**src/rtl/bse_pkg.sv**
```systemverilog
// Shared types and helpers for the binary search engine.
package bse_pkg;

   typedef enum logic [1:0] {
      IDLE  = 2'd0,
      PROBE = 2'd1,
      CMP   = 2'd2,
      DONE  = 2'd3
   } bse_state_t;

   // Midpoint without forming lo+hi, so it cannot overflow the address width.
   function automatic logic [31:0] mid_f(input logic [31:0] lo, input logic [31:0] hi);
      return lo + ((hi - lo) >> 1);
   endfunction

endpackage

```
**src/rtl/bse_datapath.sv**
```systemverilog
// Search datapath: latched target, bounds, probe address, result and compare flags.
module bse_datapath
   import bse_pkg::*;
#(
   parameter int W  = 8,
   parameter int AW = 5
) (
   input  logic          clk,
   input  logic          reset,
   input  logic          load,
   input  logic          step_lo,
   input  logic          step_hi,
   input  logic          capture,
   input  logic [W-1:0]  target,
   input  logic [W-1:0]  mem_rdata,
   output logic [AW-1:0] mem_addr,
   output logic [AW-1:0] result_addr,
   output logic          eq,
   output logic          lt,
   output logic          gt,
   output logic          lo_hit,
   output logic          hi_hit
);

   logic [W-1:0]  tgt_q;
   logic [AW-1:0] lo_q;
   logic [AW-1:0] hi_q;
   logic [AW-1:0] lo_step;
   logic [AW-1:0] hi_step;

   assign lo_step = mem_addr + AW'(1);
   assign hi_step = mem_addr - AW'(1);

   // Unsigned compares of the returned word against the latched target.
   assign eq     = (mem_rdata == tgt_q);
   assign lt     = (mem_rdata <  tgt_q);
   assign gt     = (mem_rdata >  tgt_q);
   assign lo_hit = (mem_addr == lo_q);
   assign hi_hit = (mem_addr == hi_q);

   always_ff @(posedge clk) begin
      if (reset) begin
         tgt_q    <= '0;
         lo_q     <= '0;
         hi_q     <= '0;
         mem_addr <= '0;
      end else if (load) begin
         tgt_q    <= target;
         lo_q     <= '0;
         hi_q     <= '1;
         mem_addr <= AW'(mid_f(32'(0), 32'({AW{1'b1}})));
      end else if (step_lo) begin
         lo_q     <= lo_step;
         mem_addr <= AW'(mid_f(32'(lo_step), 32'(hi_q)));
      end else if (step_hi) begin
         hi_q     <= hi_step;
         mem_addr <= AW'(mid_f(32'(lo_q), 32'(hi_step)));
      end
   end

   // Result survives the next start so it stays readable until a new match lands.
   always_ff @(posedge clk) begin
      if (reset) begin
         result_addr <= '0;
      end else if (capture) begin
         result_addr <= mem_addr;
      end
   end

endmodule

```
**src/rtl/binary_search_engine.sv**
```systemverilog
// Binary search over a sorted synchronous-read RAM: FSM, read-latency timer, probe count.
//
//   state | meaning
//   IDLE  | waiting for start; target latched on acceptance
//   PROBE | address on the RAM, waiting RD_LAT cycles for data
//   CMP   | compare returned word, narrow range or finish
//   DONE  | result presented until start is released
module binary_search_engine
   import bse_pkg::*;
#(
   parameter int W      = 8,
   parameter int AW     = 5,
   parameter int RD_LAT = 1
) (
   input  logic                    clk,
   input  logic                    reset,
   input  logic                    start,
   input  logic [W-1:0]            target,
   output logic [AW-1:0]           mem_addr,
   input  logic [W-1:0]            mem_rdata,
   output logic                    busy,
   output logic                    done,
   output logic                    found,
   output logic                    not_found,
   output logic [AW-1:0]           result_addr,
   output logic [$clog2(AW+2)-1:0] iter_count
);

   localparam int IW = $clog2(AW + 2);
   localparam int WW = 2;

   bse_state_t    state_q;
   bse_state_t    state_d;
   logic [WW-1:0] wait_q;
   logic [IW-1:0] iter_q;
   logic          match_q;

   logic load;
   logic step_lo;
   logic step_hi;
   logic capture;
   logic finish;
   logic eq;
   logic lt;
   logic gt;
   logic lo_hit;
   logic hi_hit;

   bse_datapath #(
      .W  (W),
      .AW (AW)
   ) u_datapath (
      .clk         (clk),
      .reset       (reset),
      .load        (load),
      .step_lo     (step_lo),
      .step_hi     (step_hi),
      .capture     (capture),
      .target      (target),
      .mem_rdata   (mem_rdata),
      .mem_addr    (mem_addr),
      .result_addr (result_addr),
      .eq          (eq),
      .lt          (lt),
      .gt          (gt),
      .lo_hit      (lo_hit),
      .hi_hit      (hi_hit)
   );

   // A miss is final once the bound on the side we would move past is the probe itself.
   assign finish = eq | (lt & hi_hit) | (gt & lo_hit);

   always_ff @(posedge clk) begin
      if (reset) begin
         state_q <= IDLE;
      end else begin
         state_q <= state_d;
      end
   end

   always_comb begin
      state_d = state_q;
      unique case (state_q)
         IDLE:    if (start) state_d = PROBE;
         PROBE:   if (wait_q == '0) state_d = CMP;
         CMP:     state_d = finish ? DONE : PROBE;
         DONE:    if (!start) state_d = IDLE;
         default: state_d = IDLE;
      endcase
   end

   always_comb begin
      load      = 1'b0;
      step_lo   = 1'b0;
      step_hi   = 1'b0;
      capture   = 1'b0;
      busy      = 1'b0;
      done      = 1'b0;
      found     = 1'b0;
      not_found = 1'b0;
      unique case (state_q)
         IDLE: load = start;
         PROBE: busy = 1'b1;
         CMP: begin
            busy    = 1'b1;
            capture = eq;
            step_lo = lt & ~hi_hit;
            step_hi = gt & ~lo_hit;
         end
         DONE: begin
            done      = 1'b1;
            found     = match_q;
            not_found = ~match_q;
         end
         default: ;
      endcase
   end

   // Read-latency timer: reloaded on every new probe address, terminal count at zero.
   always_ff @(posedge clk) begin
      if (reset) begin
         wait_q <= '0;
      end else if (load || step_lo || step_hi) begin
         wait_q <= WW'(RD_LAT - 1);
      end else if (state_q == PROBE && wait_q != '0) begin
         wait_q <= wait_q - WW'(1);
      end
   end

   always_ff @(posedge clk) begin
      if (reset) begin
         iter_q  <= '0;
         match_q <= 1'b0;
      end else if (load) begin
         iter_q  <= '0;
         match_q <= 1'b0;
      end else if (state_q == CMP) begin
         iter_q  <= iter_q + IW'(1);
         match_q <= eq;
      end
   end

   assign iter_count = iter_q;

endmodule

```
**config.mk**
```make
export PLATFORM = sky130hd
export DESIGN_NAME = binary_search_engine
export DESIGN_NICKNAME = d
export VERILOG_FILES = /design/src/rtl/bse_pkg.sv /design/src/rtl/bse_datapath.sv /design/src/rtl/binary_search_engine.sv
export SDC_FILE = /design/constraint.sdc
export NUM_CORES = 1
export LEC_CHECK = 0
export CORE_UTILIZATION = 45
export CTS_BUF_LIST = sky130_fd_sc_hd__clkbuf_16
export CTS_CLUSTER_SIZE = 28
export DETAILED_ROUTE_END_ITERATION = 12
export GPL_ROUTABILITY_DRIVEN = 0
export HOLD_SLACK_MARGIN = 0.08
export PLACE_DENSITY = 0.79
export REMOVE_ABC_BUFFERS = 1
export SYNTH_ARGS = -nofsm -noshare
export SYNTH_HDL_FRONTEND = slang
export SYNTH_SLANG_ARGS = --single-unit
```
**constraint.sdc**
```tcl
create_clock -name clk -period 3.3 [get_ports clk]
set_input_delay 0.66 -clock clk [delete_from_list [all_inputs] [get_ports clk]]
set_output_delay 0.66 -clock clk [all_outputs]
set_load 0.1 [all_outputs]
```
======== After elaboration in Yosys (flattened, before gate mapping) ========
Index checks and enable logic that the tools add are counted.
word-level totals
  output and inout bits ................... 17
  input bits .............................. 19
  bits in registers ....................... 36
  logic and storage cells ................. 72
cells by class
  order comparisons ....................... 2
  multiplexer cells ....................... 19
  reduce and logical (&&, ||, !) cells .... 14
  eq/ne operators ......................... 10
  bitwise gates (word level) .............. 9
  $add $sub $neg .......................... 8
operators by type and width
  kind                                                                 count
  5-bit 2-to-1 mux                                                     5
  5-bit by 5-bit subtractor with 6-bit output                          2
  5-bit adder                                                          2
  5-bit == test                                                        2
  8-bit == test                                                        1
  8-bit greater-than comparator                                        1
  8-bit less-than comparator                                           1
  1-bit 2-to-1 mux                                                     8
  2-bit 2-to-1 mux                                                     4
  2-bit inequality test (second input constant)                        4
  2-bit case mux with 4 select lines                                   1
  2-bit nonzero test                                                   3
  2-bit OR reduction                                                   3
  5-bit by 1-bit adder with 5-bit output (second input constant)       1
  5-bit by 1-bit subtractor with 5-bit output (second input constant)  1
  1-bit AND                                                            4
  2-bit == test (second input constant)                                2
  2-bit zero test                                                      2
  4-bit 2-to-1 mux                                                     1
  3-bit by 1-bit adder with 3-bit output (second input constant)       1
  1-bit NOT                                                            3
  3-bit AND reduction                                                  1
  3-bit nonzero test                                                   1
  2-bit by 1-bit == test with 1-bit output (second input constant)     1
  5 further kinds                                                      7

======== Logic depth before layout (Yosys ltp) ========
  depth after elaboration ................. 7
  mapped depth ............................ 15
  depth with buffers taken out ............ 14

======== Modules after synthesis ========
From an unflattened synthesis, not the netlist that was laid out.
second synthesis, totals
  cell total of the unflattened synthesis .. 300
  area total of the unflattened synthesis .. 2675.1 µm²
by module, submodules not included
  module                area each (µm²)  sequential area each (µm²)  times used  cells an instance
  bse_datapath          2169.6           560.5                       1           246
  binary_search_engine  505.5            160.2                       1           54

======== Worst setup path after synthesis ========
OpenSTA, ideal clock, no wires.
  kind .................................... reg2reg
  start ................................... register u_datapath.mem_addr[0]
  end ..................................... register u_datapath.mem_addr[4]
  library setup time ...................... 0.117 ns
  buffers on the path ..................... 0
  arrival time ............................ 3.885 ns
  stages on the path, launching flop included .. 15
  required time ........................... 3.183 ns
  slack ................................... -0.702 ns
  clock period less this slack ............ 4.002 ns
  path through ............................ dfxtp_1 inv_1 ha_1 inv_1 fa_1 a21o_1 a21oi_1 xnor2_1 ha_1 a21oi_1 nand2_1 xnor2_1 xnor2_1 mux2_1 a22o_1
on the way
  word-level cells in the longest chain between the ends .. 5
  elaborated cells between the ends (all ways) .. 17
  classes of those cells .................. add/sub: 6; eq/ne: 2; mux: 4; bitwise: 4; reduce/logical: 1
ends and longest elaborated chain
  element                                      RTL line            source
  from (decl)                                  bse_datapath.sv:16  output logic [AW-1:0] mem_addr,
  from (signal assigned)                       bse_datapath.sv:51  mem_addr <= AW'(mid_f(32'(0), 32'({AW{1'b1}})));
  from (signal assigned)                       bse_datapath.sv:54  mem_addr <= AW'(mid_f(32'(lo_step), 32'(hi_q)));
  from (signal assigned)                       bse_datapath.sv:57  mem_addr <= AW'(mid_f(32'(lo_q), 32'(hi_step)));
  5-bit by 1-bit subtractor with 5-bit output  bse_datapath.sv:32  assign hi_step = mem_addr - AW'(1);
  via u_datapath.hi_step[0]                    bse_datapath.sv:29  logic [AW-1:0] hi_step;
  5-bit by 5-bit subtractor with 6-bit output  bse_pkg.sv:13       return lo + ((hi - lo) >> 1);
  5-bit adder                                  bse_pkg.sv:13
  5-bit 2-to-1 mux                             bse_datapath.sv:55  end else if (step_hi) begin
  5-bit 2-to-1 mux                             bse_datapath.sv:52  end else if (step_lo) begin
The timed path passes the listed nets, and every way through them passes these cells. The select of a mux whose other input is x is not followed.
A chain may end at the register's enable or synchronous reset.

======== Worst setup path after layout ========
Same ends and word-level chain as after synthesis.

==> flow_metrics.env <==
export IMPL_r2r_end="u_datapath.mem_addr[4]$_SDFFE_PP0P_"
export IMPL_cts_resized=0
export IMPL_pwr_share_clk_pct=15.7
export IMPL_cap_violations=0
export IMPL_die_h_um=79.3
export IMPL_vias=2189
export IMPL_wl_per_cell_um=14.1
export IMPL_ctsLongestPathBuffers=2
export IMPL_ys_seq_area_share_pct=26.8
export IMPL_h_tree_depth=2
export IMPL_p_total_w=0.00289
export IMPL_viasPerCell=5.22
export IMPL_synth_area_um2=2690
export IMPL_p_seq_share_pct=19.2
export IMPL_crit_end="u_datapath.mem_addr[4]$_SDFFE_PP0P_"
export IMPL_cp_start_kind="flop"
export IMPL_timing_slew_headroom_pct=63.2
export IMPL_grt_antenna_before_repair=0
export IMPL_fmax_mhz=323
export IMPL_clock_sinks=36
export IMPL_ant_nets=0
export IMPL_worstPathRequired_ns=3.47
export IMPL_path_max_fanout=4
export IMPL_grt_total_usage_pct=19.3
export IMPL_nets=405
export IMPL_power_density_nw_per_um2=893
export IMPL_start_util_pct=47.6
export IMPL_synth_seq_cells=36
export IMPL_critPathKind="reg -> reg"
export IMPL_finalWorstSetupSlack_ns=0.206
export IMPL_core_area_um2=5640
export IMPL_critPathMaxStageDelay_ns=0.34
export IMPL_r2r_cells=14
export IMPL_drcViolationCount=0
export IMPL_clock_latency_ns=0.28
export IMPL_pin_count=36
export IMPL_power_ir_vdd_worst_v=0.000601
export IMPL_grt_pass1_wl_mm=9.45
export IMPL_grt_pass1_vias=2059
export IMPL_rsz0062_at_grt="false"
export IMPL_synth_edf_count=0
export IMPL_clkTransAtPathRegs_ns=0.06
export IMPL_synth_top_area_cell="dfxtp_1"
export IMPL_fin_cells=419
export IMPL_comb_power_share_pct=65.1
export IMPL_die_area_um2=6290
export IMPL_regToRegStartpoint="u_datapath.mem_addr[0]$_SDFFE_PP0P_"
export IMPL_ys_flop_type="dfxtp_1"
export IMPL_synthTopCellsByCount="36 x dfxtp_1, 36 x ha_1, 28 x a21oi_1, 28 x nand2_1, 26 x inv_1"
export IMPL_hold_buffers=0
export IMPL_synth_cell_type_count=45
export IMPL_hpwlAfterDp_mm=4.45
export IMPL_synth_top_cell_area_share_pct=26.8
export IMPL_syn_to_final_growth_pct=20.6
export IMPL_syn_inst=306
export IMPL_overflow=0
export IMPL_rows=27
export IMPL_p_int_w=0.00155
export IMPL_post_cts_buffers=0
export IMPL_cp_cell_sequence="inv_1 -> ha_1 -> xor2_1 -> ha_1 -> a21o_1 -> a21oi_1 -> xnor2_1 -> ha_1 -> a21oi_1 -> nand2_1 -> xnor2_2 -> xnor2_1 -> mux2_1 -> a22o_1"
export IMPL_setup_violations=0
export IMPL_skew_ns=0.00332
export IMPL_crit_arrival_ns=3.27
export IMPL_dp_cells=411
export IMPL_async_flop_share_pct=0
export IMPL_crit_start="u_datapath.mem_addr[0]$_SDFFE_PP0P_"
export IMPL_yosys_top_cells_area="dfxtp_1 27%, ha_1 17%, a21oi_1 5.2%"
export IMPL_min_path_type="reg -> reg"
export IMPL_grt_max_degree=26
export IMPL_antenna_cells=0
export IMPL_maxSlewViolCount=0
export IMPL_utilization_pct=57.4
export IMPL_numCtsBuffers=5
export IMPL_crit_path_end_kind="flop"
export IMPL_io_buffers=35
export IMPL_status="completed"
export IMPL_p_leak_nw=1.42
export IMPL_power_switching_w=0.00135
export IMPL_clock_tree_root_cell="clkbuf_16"
export IMPL_fin_tns_setup_ns=0
export IMPL_finalCritPeriodShare_pct=93.8
export IMPL_firstDrtPassIters=4
export IMPL_post_route_cells_drive_above_1_share_pct=13.8
export IMPL_syn_area_per_cell_um2=8.78
export IMPL_yosys_warnings=0
export IMPL_min_period_ns=3.09
export IMPL_slowest_stage="dfxtp_1"
export IMPL_final_hold_violation_count=0
export IMPL_cts_tree="done"
export IMPL_wirelength_mm=5.90
export IMPL_r2r_slack_ns=0.21
export IMPL_pre_cts_ws_ns=0.110
export IMPL_n_fill_cell=516
export IMPL_die_w_um=79.3
export IMPL_path_common_cell="ha_1"
export IMPL_p_sw_share_pct=46.6
export IMPL_first_iter_violations=124
export IMPL_worstMarginPinSlew_ns=0.552
-- registers in the layout, summed over array words and instances (netlist names) --
| signal | count |
|---|---|
| u_datapath.hi_q | 5 |
| u_datapath.result_addr | 5 |
| state_q | 2 |
| match_q | 1 |
| u_datapath.tgt_q | 8 |
| u_datapath.lo_q | 5 |
| iter_count | 3 |
| u_datapath.mem_addr | 5 |
| wait_q | 2 |
-- cells in the final DEF, fill, tap and decap left out, drive strengths merged, types with 2 or more instances in the layout --
| cell | n |
|---|---|
| or3 | 3 |
| clkbuf | 5 |
| xor2 | 12 |
| inv | 27 |
| o21bai | 2 |
| ha | 36 |
| dfxtp | 36 |
| a21oi | 28 |
| nand2b | 2 |
| mux2i | 10 |
| o21ai | 3 |
| and2 | 2 |
| clkdlybuf4s50 | 18 |
| a21o | 7 |
| nor3 | 5 |
| fa | 4 |
| nand2 | 28 |
| buf | 28 |
| nand4 | 4 |
| nand3 | 7 |
| o21a | 3 |
| a211oi | 8 |
| nor2b | 4 |
| a31oi | 7 |
| nor2 | 26 |
| xnor2 | 18 |
-- through the flow --
stage	hold slack (ns)	area [um^2]
after floorplan	0.430	2610
after detailed placement	0.450	3090
after CTS	0.458	3230
after global routing	0.472	3240
after global placement	0.445	3090
final	0.456	3240
-- area by class of cell --
cell class	count	area, um^2	share of cell area (%)
Inverter	26	97.6	3.01
Multi-Input combinational cell	231	1800	55.6
Sequential cell	36	721	22.2
Tap cell	72	90.1	2.78
Clock buffer	5	125	3.86
Clock inverter	3	15.0	0.463
Timing Repair Buffer	46	390	12.0
-- kinds of logic (layout without fill, tap and decap cells) --
family / Yosys count / in the layout / share of synthesized area, %
AO/OA/AOI/OAI: 63 / 63 / 16.7
XOR/XNOR: 30 / 30 / 10.3
adder cells (fa/ha/maj): 40 / 40 / 19.7
buffers and inverters: 39 / 80 / 6.70
flip-flops: 36 / 36 / 26.8
multiplexers: 11 / 11 / 4.14
AND/OR/NAND/NOR: 87 / 87 / 15.5
-- power by group through the flow --
stage               logic [W]  registers (W)  clock network, W
finish                0.00188       0.000556          0.000455
floorplan             0.00126       0.000718                 0
CTS                   0.00186       0.000556          0.000460
global placement      0.00180       0.000561                 0
global route          0.00205       0.000564          0.000480
detailed placement    0.00184       0.000564                 0
-- worst max-delay path: cells and delay by family (launching register included) --
kind	cells	cell delay [ns]
AO/OA/AOI/OAI	4	0.71
adder cells (fa/ha/maj)	3	0.84
buffers and inverters	1	0.07
flip-flops	1	0.34
AND/OR/NAND/NOR	1	0.11
multiplexers	1	0.27
XOR/XNOR	4	0.64
-- how the worst min path moves through the flow --
stage                                           startpoint                               end  slack [ns]  cells past startpoint
after global placement    u_datapath.tgt_q[7]$_SDFFE_PP0P_  u_datapath.tgt_q[7]$_SDFFE_PP0P_        0.44                      2
after global routing      u_datapath.tgt_q[4]$_SDFFE_PP0P_  u_datapath.tgt_q[4]$_SDFFE_PP0P_        0.47                      2
final                     u_datapath.tgt_q[4]$_SDFFE_PP0P_  u_datapath.tgt_q[4]$_SDFFE_PP0P_        0.46                      2
after detailed placement  u_datapath.tgt_q[7]$_SDFFE_PP0P_  u_datapath.tgt_q[7]$_SDFFE_PP0P_        0.45                      2
after CTS                 u_datapath.tgt_q[7]$_SDFFE_PP0P_  u_datapath.tgt_q[7]$_SDFFE_PP0P_        0.46                      2
after floorplan           u_datapath.tgt_q[1]$_SDFFE_PP0P_  u_datapath.tgt_q[1]$_SDFFE_PP0P_        0.43                      2
-- layer usage --
metal	track usage, %	vias up	part of all wire (%)
met5	0	-	0
met4	5.09	0	1.2
met3	3.56	8	5.1
met2	33.0	58	47
met1	24.9	1002	47
li1	-	1121	-
No activity file was read; power rests on OpenSTA's default activity.
